File: src/rtl/pipe_skid_reg.sv
// Two-entry elastic pipeline register with a registered in_ready. It keeps
// freeze/flush stage semantics and counts back-pressure cycles, saturating.
module pipe_skid_reg #(
    parameter int DATA_W = 32,
    parameter int CTRL_W = 8,
    parameter int CNT_W  = 16
) (
    input  logic              clk,
    input  logic              rst,
    input  logic              freeze,
    input  logic              flush,
    input  logic              in_valid,
    output logic              in_ready,
    input  logic [CTRL_W-1:0] in_ctrl,
    input  logic [DATA_W-1:0] in_data,
    output logic              out_valid,
    input  logic              out_ready,
    output logic [CTRL_W-1:0] out_ctrl,
    output logic [DATA_W-1:0] out_data,
    output logic [1:0]        occupancy,
    input  logic              cnt_clr,
    output logic [CNT_W-1:0]  stall_cnt
);

    logic              main_v_q,    main_v_d;
    logic [CTRL_W-1:0] main_ctrl_q, main_ctrl_d;
    logic [DATA_W-1:0] main_data_q, main_data_d;
    logic              skid_v_q,    skid_v_d;
    logic [CTRL_W-1:0] skid_ctrl_q, skid_ctrl_d;
    logic [DATA_W-1:0] skid_data_q, skid_data_d;
    logic [CNT_W-1:0]  stall_cnt_q, stall_cnt_d;
    logic              push_s;
    logic              pop_s;

    // Handshake qualifiers; in_ready depends only on a flop and freeze.
    assign in_ready  = ~skid_v_q & ~freeze;
    assign out_valid = main_v_q & ~freeze;
    assign push_s    = in_valid & in_ready;
    assign pop_s     = out_valid & out_ready;

    assign out_ctrl  = main_ctrl_q;
    assign out_data  = main_data_q;
    assign occupancy = {1'b0, main_v_q} + {1'b0, skid_v_q};
    assign stall_cnt = stall_cnt_q;

    // Next-state for the main/skid entries: flush beats freeze beats normal flow.
    always_comb begin
        main_v_d    = main_v_q;
        main_ctrl_d = main_ctrl_q;
        main_data_d = main_data_q;
        skid_v_d    = skid_v_q;
        skid_ctrl_d = skid_ctrl_q;
        skid_data_d = skid_data_q;
        if (flush) begin
            main_v_d    = 1'b0;
            main_ctrl_d = {CTRL_W{1'b0}};
            main_data_d = {DATA_W{1'b0}};
            skid_v_d    = 1'b0;
            skid_ctrl_d = {CTRL_W{1'b0}};
            skid_data_d = {DATA_W{1'b0}};
        end else if (freeze) begin
            main_v_d = main_v_q;
        end else begin
            case ({main_v_q, pop_s, push_s})
                3'b001, 3'b111: begin
                    main_v_d    = 1'b1;
                    main_ctrl_d = in_ctrl;
                    main_data_d = in_data;
                end
                3'b110: begin
                    // Skid drains into main; if skid was empty main becomes a bubble.
                    main_v_d    = skid_v_q;
                    main_ctrl_d = skid_v_q ? skid_ctrl_q : {CTRL_W{1'b0}};
                    main_data_d = skid_data_q;
                    skid_v_d    = 1'b0;
                    skid_ctrl_d = {CTRL_W{1'b0}};
                end
                3'b101: begin
                    skid_v_d    = 1'b1;
                    skid_ctrl_d = in_ctrl;
                    skid_data_d = in_data;
                end
                default: begin
                    main_v_d = main_v_q;
                end
            endcase
        end
    end

    // Saturating back-pressure counter; clear wins, flush has no effect.
    always_comb begin
        stall_cnt_d = stall_cnt_q;
        if (cnt_clr) begin
            stall_cnt_d = {CNT_W{1'b0}};
        end else if (out_valid && !out_ready && (stall_cnt_q != {CNT_W{1'b1}})) begin
            stall_cnt_d = stall_cnt_q + {{(CNT_W-1){1'b0}}, 1'b1};
        end else begin
            stall_cnt_d = stall_cnt_q;
        end
    end

    // State registers with asynchronous active-high reset.
    always_ff @(posedge clk or posedge rst) begin
        if (rst) begin
            main_v_q    <= 1'b0;
            main_ctrl_q <= {CTRL_W{1'b0}};
            main_data_q <= {DATA_W{1'b0}};
            skid_v_q    <= 1'b0;
            skid_ctrl_q <= {CTRL_W{1'b0}};
            skid_data_q <= {DATA_W{1'b0}};
            stall_cnt_q <= {CNT_W{1'b0}};
        end else begin
            main_v_q    <= main_v_d;
            main_ctrl_q <= main_ctrl_d;
            main_data_q <= main_data_d;
            skid_v_q    <= skid_v_d;
            skid_ctrl_q <= skid_ctrl_d;
            skid_data_q <= skid_data_d;
            stall_cnt_q <= stall_cnt_d;
        end
    end

endmodule

File: config.mk
export PLATFORM = sky130hd
export DESIGN_NAME = pipe_skid_reg
export DESIGN_NICKNAME = d
export VERILOG_FILES = /design/src/rtl/pipe_skid_reg.sv
export SDC_FILE = /design/constraint.sdc
export NUM_CORES = 1
export LEC_CHECK = 0
export ABC_AREA = 1
export CORE_ASPECT_RATIO = 2
export CORE_MARGIN = 2
export CORE_UTILIZATION = 35
export CTS_CLUSTER_SIZE = 8
export DETAILED_ROUTE_END_ITERATION = 12
export GPL_TIMING_DRIVEN = 0
export PLACE_DENSITY = 0.62
export RECOVER_POWER = 50
export SKIP_LAST_GASP = 1
export SYNTH_ARGS = -nofsm -noshare
export SYNTH_HDL_FRONTEND = slang
export SYNTH_SLANG_ARGS = --single-unit
export TNS_END_PERCENT = 100
File: constraint.sdc
create_clock -name clk -period 9.2 [get_ports clk]
set_input_delay 2.3 -clock clk [delete_from_list [all_inputs] [get_ports clk]]
set_output_delay 2.3 -clock clk [all_outputs]
set_load 0.02 [all_outputs]
Word level (Yosys, flattened, before mapping) --
Index checks and enable logic that the tools add are counted.
Storage, ports and cells: flip-flop bits (word level) 98, logic and storage cells 53
Operators by class: multiplexer cells 21, bitwise operators 6, eq/ne operators 6, reductions and logical operators 11, add/sub/neg operators 2
Operators with widths (number):
- $mux W32 | 5
- $pmux W32 S2 | 1
- $mux W8 | 5
- $mux W16 | 2
- $pmux W8 S2 | 2
- $add A16 B1 Y16 const B | 1
- $ne A16 B16 Y1 const B | 1
- $eq A3 B3 Y1 const B | 3
- $reduce_and A2 Y1 | 3
- $reduce_bool A3 Y1 | 2
- $and A1 B1 Y1 | 4
- $mux W1 | 4
- $pmux W1 S2 | 2
- $reduce_bool A2 Y1 | 2
- $eq A3 B1 Y1 const B | 1
- $add A1 B1 Y2 | 1
- $logic_and A1 B1 Y1 | 2
- $ne A2 B1 Y1 const B | 1
- $not A1 Y1 | 2
- $reduce_or A2 Y1 | 1
- $logic_not A1 Y1 | 1

Longest topological paths before layout --
Gate-level depths: netlist (run 1).
word-level depth 8, gate-level depth with buffers 10

Worst setup path after synthesis (run 1) --
Ideal clock, no wire load.
path type input to output, start point input port freeze, end point output port in_ready, slack 4291 ps, cell stages on the path 1, data arrival time 2609 ps, buffers on the path 0, cells stage by stage nor2_1
On the way: cells in the longest elaborated chain, start to end 2
Ends and longest elaborated chain:
- from (decl) | RTL line 10 | input logic freeze,
- $not A1 Y1 | RTL line 36 | assign in_ready = ~skid_v_q & ~freeze;
- $and A1 B1 Y1 | RTL line 36
- to (decl) | RTL line 13 | output logic in_ready,
Every way passes these cells.

==> metrics, run 1 <==
Area Overhead vs Synth 31.7%; critical path depth 3; Max-slew headroom -117%; fin crit share 71.3%; fraction of layout cells with a size suffix above 1 between 7 and 8%; Max-cap violations 2; critical path class in -> async; setup repair after global routing missed its margin no; total number of H-tree levels 3; number of buffers and inverters on the critical path 3; distinct cell type count of the synthesized netlist 27; weighted congestion at the end of routability-driven global placement approximately 0.88; status finished with violations; Post-Syn Nets between 600 and 700; DRC 0; routed length on met1 ~5300 um; critical path required time about 8.9 ns; number of cell rows 60; highest metal layer with signal wires met4; peak clock frequency supported by timing between 150 and 200 MHz; pin count of the biggest net entering global routing 60; Placeable Area 0.0134 mm2; total routed wirelength roughly 13000 um; full die area 0.0147 mm2; Tot GR Track Use 18.9%; power density over cell area ~160 mW/mm2; setup_tns 0 ns; height of the die around 170 um; category of cells accounting for the largest share of critical-path delay buffers and inverters; total number of vias 4335; met2 WL 7460 um; clock period minus worst slack approximately 6.6 ns; peak fanout along the critical path ~60; worst min-delay path startpoint out_data[27]$_DFFE_PP0P_; Die Span X 86.6 um; number of global-route vias before repair around 4400; maximum cell stage delay along the critical path around 2.4 ns; R2R depth 10; worst clock skew on the final layout between 0.01 and 0.015 ns; synthesis-stage register bit count between 90 and 100; CTS root buffer clkbuf_16; pin slew with the least headroom to its limit around 3.3 ns; terminating pin of the worst hold path out_data[27]$_DFFE_PP0P_; detailed-routed wire length on met3 347 um; count of nets left with antenna violations after detail routing 0; post-CTS repair timing setup buffer count 0; hold buffer count at CTS 0; number of nets at the end of the flow approximately 780; clock transition at the register clock pins on the worst setup and hold paths after CTS around 0.07 ns; first-pass GRT wire length 21700 um; n_diodes 0; Skew-Pair Late Insertion Delay 0.34 ns; violations in the final reports max-capacitance violations, max-slew violations; Max VDD drop 87.6 uV; Synth Cell Area between 0.004 and 0.005 mm2; synthesized instance count 610; filler cell count in the final layout between 1000 and 1500; total of warnings raised by yosys 0; Worst EP arrival roughly 6.3 ns; global-route congestion overflow total 0; Critical Path Start Type input port; CTS tree built; starting utilization of the core area about 36%; final number of max-transition violations 101; post-layout power around 1.0 mW; count of pins on the block boundary 107; capturing element type of the critical path async pin; setup violation total in the final timing report 0; first-pass detailed-route iteration total 4; initial antenna violation count 0; share of the yosys chip area belonging to registers 51.3%; master of the slowest instance on the critical path clkbuf_1; beginning of the worst register-to-register path main_v_q$_DFFE_PP0P_; worst flop-to-flop path endpoint out_data[25]$_DFFE_PP0P_; drt first-iter violations between 150 and 200; Leakage roughly 3.0 nW; detailed placement HPWL about 10000 um; CP Cell Sequence dlygate4sd3_1 > clkinvlp_2 > clkbuf_1; WL per Instance approximately 15 um; number of sinks on the clock net about 100; Avg Vias per Cell 4.88; number of cells on the worst hold path 2; number of buffers added by the clock tree synthesis step 9; Final Hold Viols 0; mean cell area of the mapped netlist roughly 7.8 um2; Util after Layout between 40% and 50%; worst min-delay path category reg -> reg; Port-buffer cells between 100 and 150; R2R Setup Slk around 6.4 ns; worst hold slack ~0.47 ns; number of gates given a new drive strength after cts 0; maximum clock insertion buffer count 2
==> placed cells by master, fill, tap and decap left out, types with 3 or more instances in the layout <==
master           synthesis  final
nand2_1                265    265
dfrtp_1                 98     98
clkdlybuf4s50_1          0     83
inv_1                   54     54
o21ai_1                 45     43
o21ai_0                 37     39
dlygate4sd3_1            0     23
nor2_1                  19     21
nand3_1                 17     17
nand4_1                 16     16
buf_2                    9      9
buf_4                    9      9
clkbuf_16                0      9
nor2_4                   6      5
clkbuf_1                 3      5
xor2_1                   4      4
inv_2                    4      3
buf_6                    4      3
nand2_2                  3      3
inv_6                    0      3
==> routing by layer <==
| metal | vias up | track usage, % |
|---|---|---|
| met5 | - | 0 |
| met4 | 0 | 8.56 |
| met1 | 2072 | 21.4 |
| met3 | 10 | 1.70 |
| met2 | 106 | 35.1 |
| li1 | 2147 | - |
==> cells in the mapped netlist, drive strengths merged <==
master / number / area (um2)
nand2: 269 / 1020
dfrtp: 98 / 2450
o21ai: 82 / 410
inv: 59 / 224
nor2: 28 / 171
buf: 22 / 158
nand3: 19 / 105
nand4: 16 / 100
xor2: 4 / 35.0
clkbuf: 3 / 11.3
ha: 2 / 25.0
nand3b: 2 / 15.0
o21bai: 2 / 15.0
or2: 2 / 12.5
a21oi: 1 / 16.3
nor3: 1 / 5.00
==> cell families (layout without fill, tap and decap cells) <==
group	count (synthesis)	count (layout)	synth area share, %
AO/OA/AOI/OAI	85	85	9.24
XOR/XNOR	4	4	0.733
adder cells (fa/ha/maj)	2	2	0.523
buffers and inverters	84	207	8.22
flip-flops	98	98	51.3
AND/OR/NAND/NOR	337	337	30.0
==> worst register-to-register path, cell delays in order (launching register included) <==
cell        delay, ns
dfrtp_1          0.44
inv_2            0.10
nor2_4           0.12
nand2_4          0.07
nor2_1           0.60
clkinvlp_2       0.64
clkbuf_1         0.36
nand2_1          0.10
o21ai_0          0.09
nand2_1          0.08
nand2_1          0.06
==> worst max-delay path by stage <==
stage	start	endpoint
floorplan	freeze	in_ready
CTS	freeze	out_valid
global route	rst	out_ctrl[1]$_DFFE_PP0P_
global placement	rst	out_data[15]$_DFFE_PP0P_
finish	rst	skid_ctrl_q[1]$_DFFE_PP0P_
detailed placement	freeze	out_valid
==> stage by stage <==
stage | instances | area [um2] | worst slack, ns
after global routing | 888 | 6300 | 1.75
after detailed placement | 872 | 6070 | 3.34
final | 888 | 6300 | 2.64
after floorplan | 610 | 4780 | 4.29
after CTS | 888 | 6350 | 3.33
after global placement | 871 | 6040 | 2.75
==> state kept, by name, summed over array words and instances (netlist names) <==
| signal | cells |
|---|---|
| main_v_q | 1 |
| out_ctrl | 8 |
| out_data | 32 |
| skid_ctrl_q | 8 |
| skid_data_q | 32 |
| skid_v_q | 1 |
| stall_cnt | 16 |
==> cell type report <==
| class | count | area [um2] | share of cell area [%] |
|---|---|---|---|
| multi-input cells | 428 | 1910 | 30.4 |
| repair buffers | 107 | 1060 | 16.9 |
| clock buffers | 10 | 239 | 3.80 |
| plain buffers | 25 | 161 | 2.56 |
| flip-flops and latches | 98 | 2450 | 39.0 |
| inverters | 59 | 224 | 3.56 |
| clock inverters | 6 | 48.8 | 0.775 |
| well taps | 155 | 194 | 3.08 |
==> where the power goes <==
| part | switching [mW] | leakage, nW | internal [mW] |
|---|---|---|---|
| clock | 0.173 | 0.144 | 0.194 |
| sequential | 0.0151 | 1.32 | 0.457 |
| combinational | 0.107 | 1.54 | 0.0756 |
Note: power is estimated with default switching activity, not from simulation.
==> run 2: changes to the inputs <==
--- a/config.mk
+++ b/config.mk
@@ -12,7 +12,7 @@
 export CTS_CLUSTER_SIZE = 8
 export DETAILED_ROUTE_END_ITERATION = 12
 export GPL_TIMING_DRIVEN = 0
-export PLACE_DENSITY = 0.62
+export PLACE_DENSITY = 0.64
 export RECOVER_POWER = 50
 export SKIP_LAST_GASP = 1
 export SYNTH_ARGS = -nofsm -noshare
==> constraint.sdc (replaced) <==
create_clock -name clk -period 5.7 [get_ports clk]
set_input_delay 1.425 -clock clk [delete_from_list [all_inputs] [get_ports clk]]
set_output_delay 1.425 -clock clk [all_outputs]
set_load 0.02 [all_outputs]
==> run 2 against run 1 <==
Against the previous run: the flow still finishes with violations (max-capacitance violations, max-slew violations); critical endpoint is now out_valid; setup slack got worse by 1.2 ns; worst hold slack improved by 0.0039 ns; die area unchanged; sequential share of layout area decreased by 0.20 points; final cell count decreased by 0.11%; register-to-register slack got worse by 3.4 ns; clock skew decreased by 0.0015 ns; critical path type is now in -> out.
==> metrics, run 2 (synthesis results as in run 1) <==
Area Overhead vs Synth 32.4%; highest-count cells in the layout ignoring fill and taps nand2_1 (265), dfrtp_1 (98), clkdlybuf4s50_1 (85); Max-slew headroom -24.5%; maximum clock insertion buffer count 2; pin slew with the least headroom to its limit about 1.9 ns; weighted congestion at the end of routability-driven global placement between 0.8 and 0.9; beginning of the worst register-to-register path main_v_q$_DFFE_PP0P_; count of nets left with antenna violations after detail routing 0; Avg Vias per Cell between 4 and 5; drt first-iter violations 190; Skew-Pair Late Insertion Delay roughly 0.34 ns; CTS tree built; full die area between 0.01 and 0.015 mm2; WL per Instance ~15 um; Port-buffer cells approximately 110; setup violation total in the final timing report 0; Placeable Area ~0.013 mm2; clock period minus worst slack between 4 and 5 ns; violations in the final reports max-capacitance violations, max-slew violations; setup repair after global routing missed its margin no; commonest non-fill, non-tap cell in the layout nand2_1; starting utilization of the core area 35.6%; final number of max-transition violations 43; Max VDD drop roughly 140 uV; number of nets at the end of the flow 777; detailed placement HPWL between 9000 and 10000 um; Worst EP arrival approximately 2.8 ns; worst clock skew on the final layout just under 0.009 ns; Max-cap violations 1; hold buffer count at CTS 0; non-filler instance count after layout ~900; first element of the critical path freeze; Final Hold Viols 0; number of cell rows 60; first-pass detailed-route iteration total 4; Tot GR Track Use 18.8%; end point of the critical path out_valid; first-pass GRT wire length 21600 um; critical path class in -> out; R2R Setup Slk a little over 3 ns; critical path required time around 4.3 ns; Critical Path Start Type input port; R2R depth 9; DRC 0; placed cell count slightly below 900; fin crit share around three quarters; n_diodes 0; pin count of the biggest net entering global routing 58; number of global-route vias before repair between 4000 and 5000; status finished with violations; capturing element type of the critical path output port; Die Span X a little under 90 um; CTS root buffer clkbuf_16; number of gates given a new drive strength after cts 0; total number of H-tree levels 3; worst min-delay path category reg -> reg; number of sinks on the clock net 98; post-CTS repair timing setup buffer count 0; total routed wirelength around 13000 um; peak fanout along the critical path 3; worst flop-to-flop path endpoint out_ctrl[4]$_DFFE_PP0P_; number of buffers added by the clock tree synthesis step 9; power density over cell area approximately 270 mW/mm2; total number of vias around 4400; peak clock frequency supported by timing between 200 and 250 MHz; setup_tns 0 ns; Leakage 3.01 nW; fraction of layout cells with a size suffix above 1 7.79%; clock transition at the register clock pins on the worst setup and hold paths after CTS around 0.06 ns; global-route congestion overflow total 0; count of pins on the block boundary 107; initial antenna violation count 0; height of the die between 150 and 200 um
run 2: cell count changes in the layout (fill, tap and decap cells not counted), sizes merged:
cell	change
clkinvlp	+1
clkinv	-2
clkbuf	+1
dlygate4sd3	-2
inv	-3
bufinv	+2
clkdlybuf4s50	+2
run 2: worst max-delay path: stages:
cell and delay [ns]:
dlygate4sd3_1 0.60, nor2_4 0.16, clkdlybuf4s50_1 0.62
run 2: how the worst min path moves through the flow:
stage                                     from                    endpoint  slack (ns)  cells past startpoint
floorplan           skid_ctrl_q[6]$_DFFE_PP0P_  skid_ctrl_q[6]$_DFFE_PP0P_        0.46                      2
global placement      out_data[31]$_DFFE_PP0P_    out_data[31]$_DFFE_PP0P_        0.47                      2
detailed placement    out_data[28]$_DFFE_PP0P_    out_data[28]$_DFFE_PP0P_        0.47                      2
CTS                   out_data[28]$_DFFE_PP0P_    out_data[28]$_DFFE_PP0P_        0.49                      2
global route           out_data[3]$_DFFE_PP0P_     out_data[3]$_DFFE_PP0P_        0.51                      2
finish                out_data[28]$_DFFE_PP0P_    out_data[28]$_DFFE_PP0P_        0.48                      2
run 2: per-layer routing:
metal	up-vias	global-route usage (%)	part of all wire [%]
li1	2138	-	-
met1	2090	20.9	39
met2	127	35.5	56
met3	19	2.63	3.1
met4	0	6.73	2.2
met5	-	0	0
run 2: area by class of cell:
cell class | count | area [um2]
Buffer | 25 | 161
Clock buffer | 11 | 243
Clock inverter | 4 | 76.3
Fill cell | 1306 | 7110
Inverter | 59 | 224
Multi-Input combinational cell | 428 | 1910
Sequential cell | 98 | 2450
Tap cell | 155 | 194
Timing Repair Buffer | 107 | 1070
run 2: through the flow:
step	power, mW	hold WS (ns)	worst slack (ns)	util, %	instance area, um2
final	1.71	0.478	1.47	47.1	6330
after global routing	1.79	0.508	1.01	47.1	6330
after CTS	1.74	0.487	1.57	47.5	6380
after detailed placement	1.09	0.469	1.59	45.1	6070
after global placement	1.08	0.466	0.222	44.9	6040
after floorplan	0.931	0.459	1.71	-	4780
run 2: power by group:
group / total, mW / leakage (nW) / internal, mW / switching [mW]
sequential: 0.764 / 1.32 / 0.738 / 0.0259
combinational: 0.294 / 1.54 / 0.123 / 0.171
clock: 0.653 / 0.152 / 0.395 / 0.258
total: 1.71 / 3.01 / 1.26 / 0.455
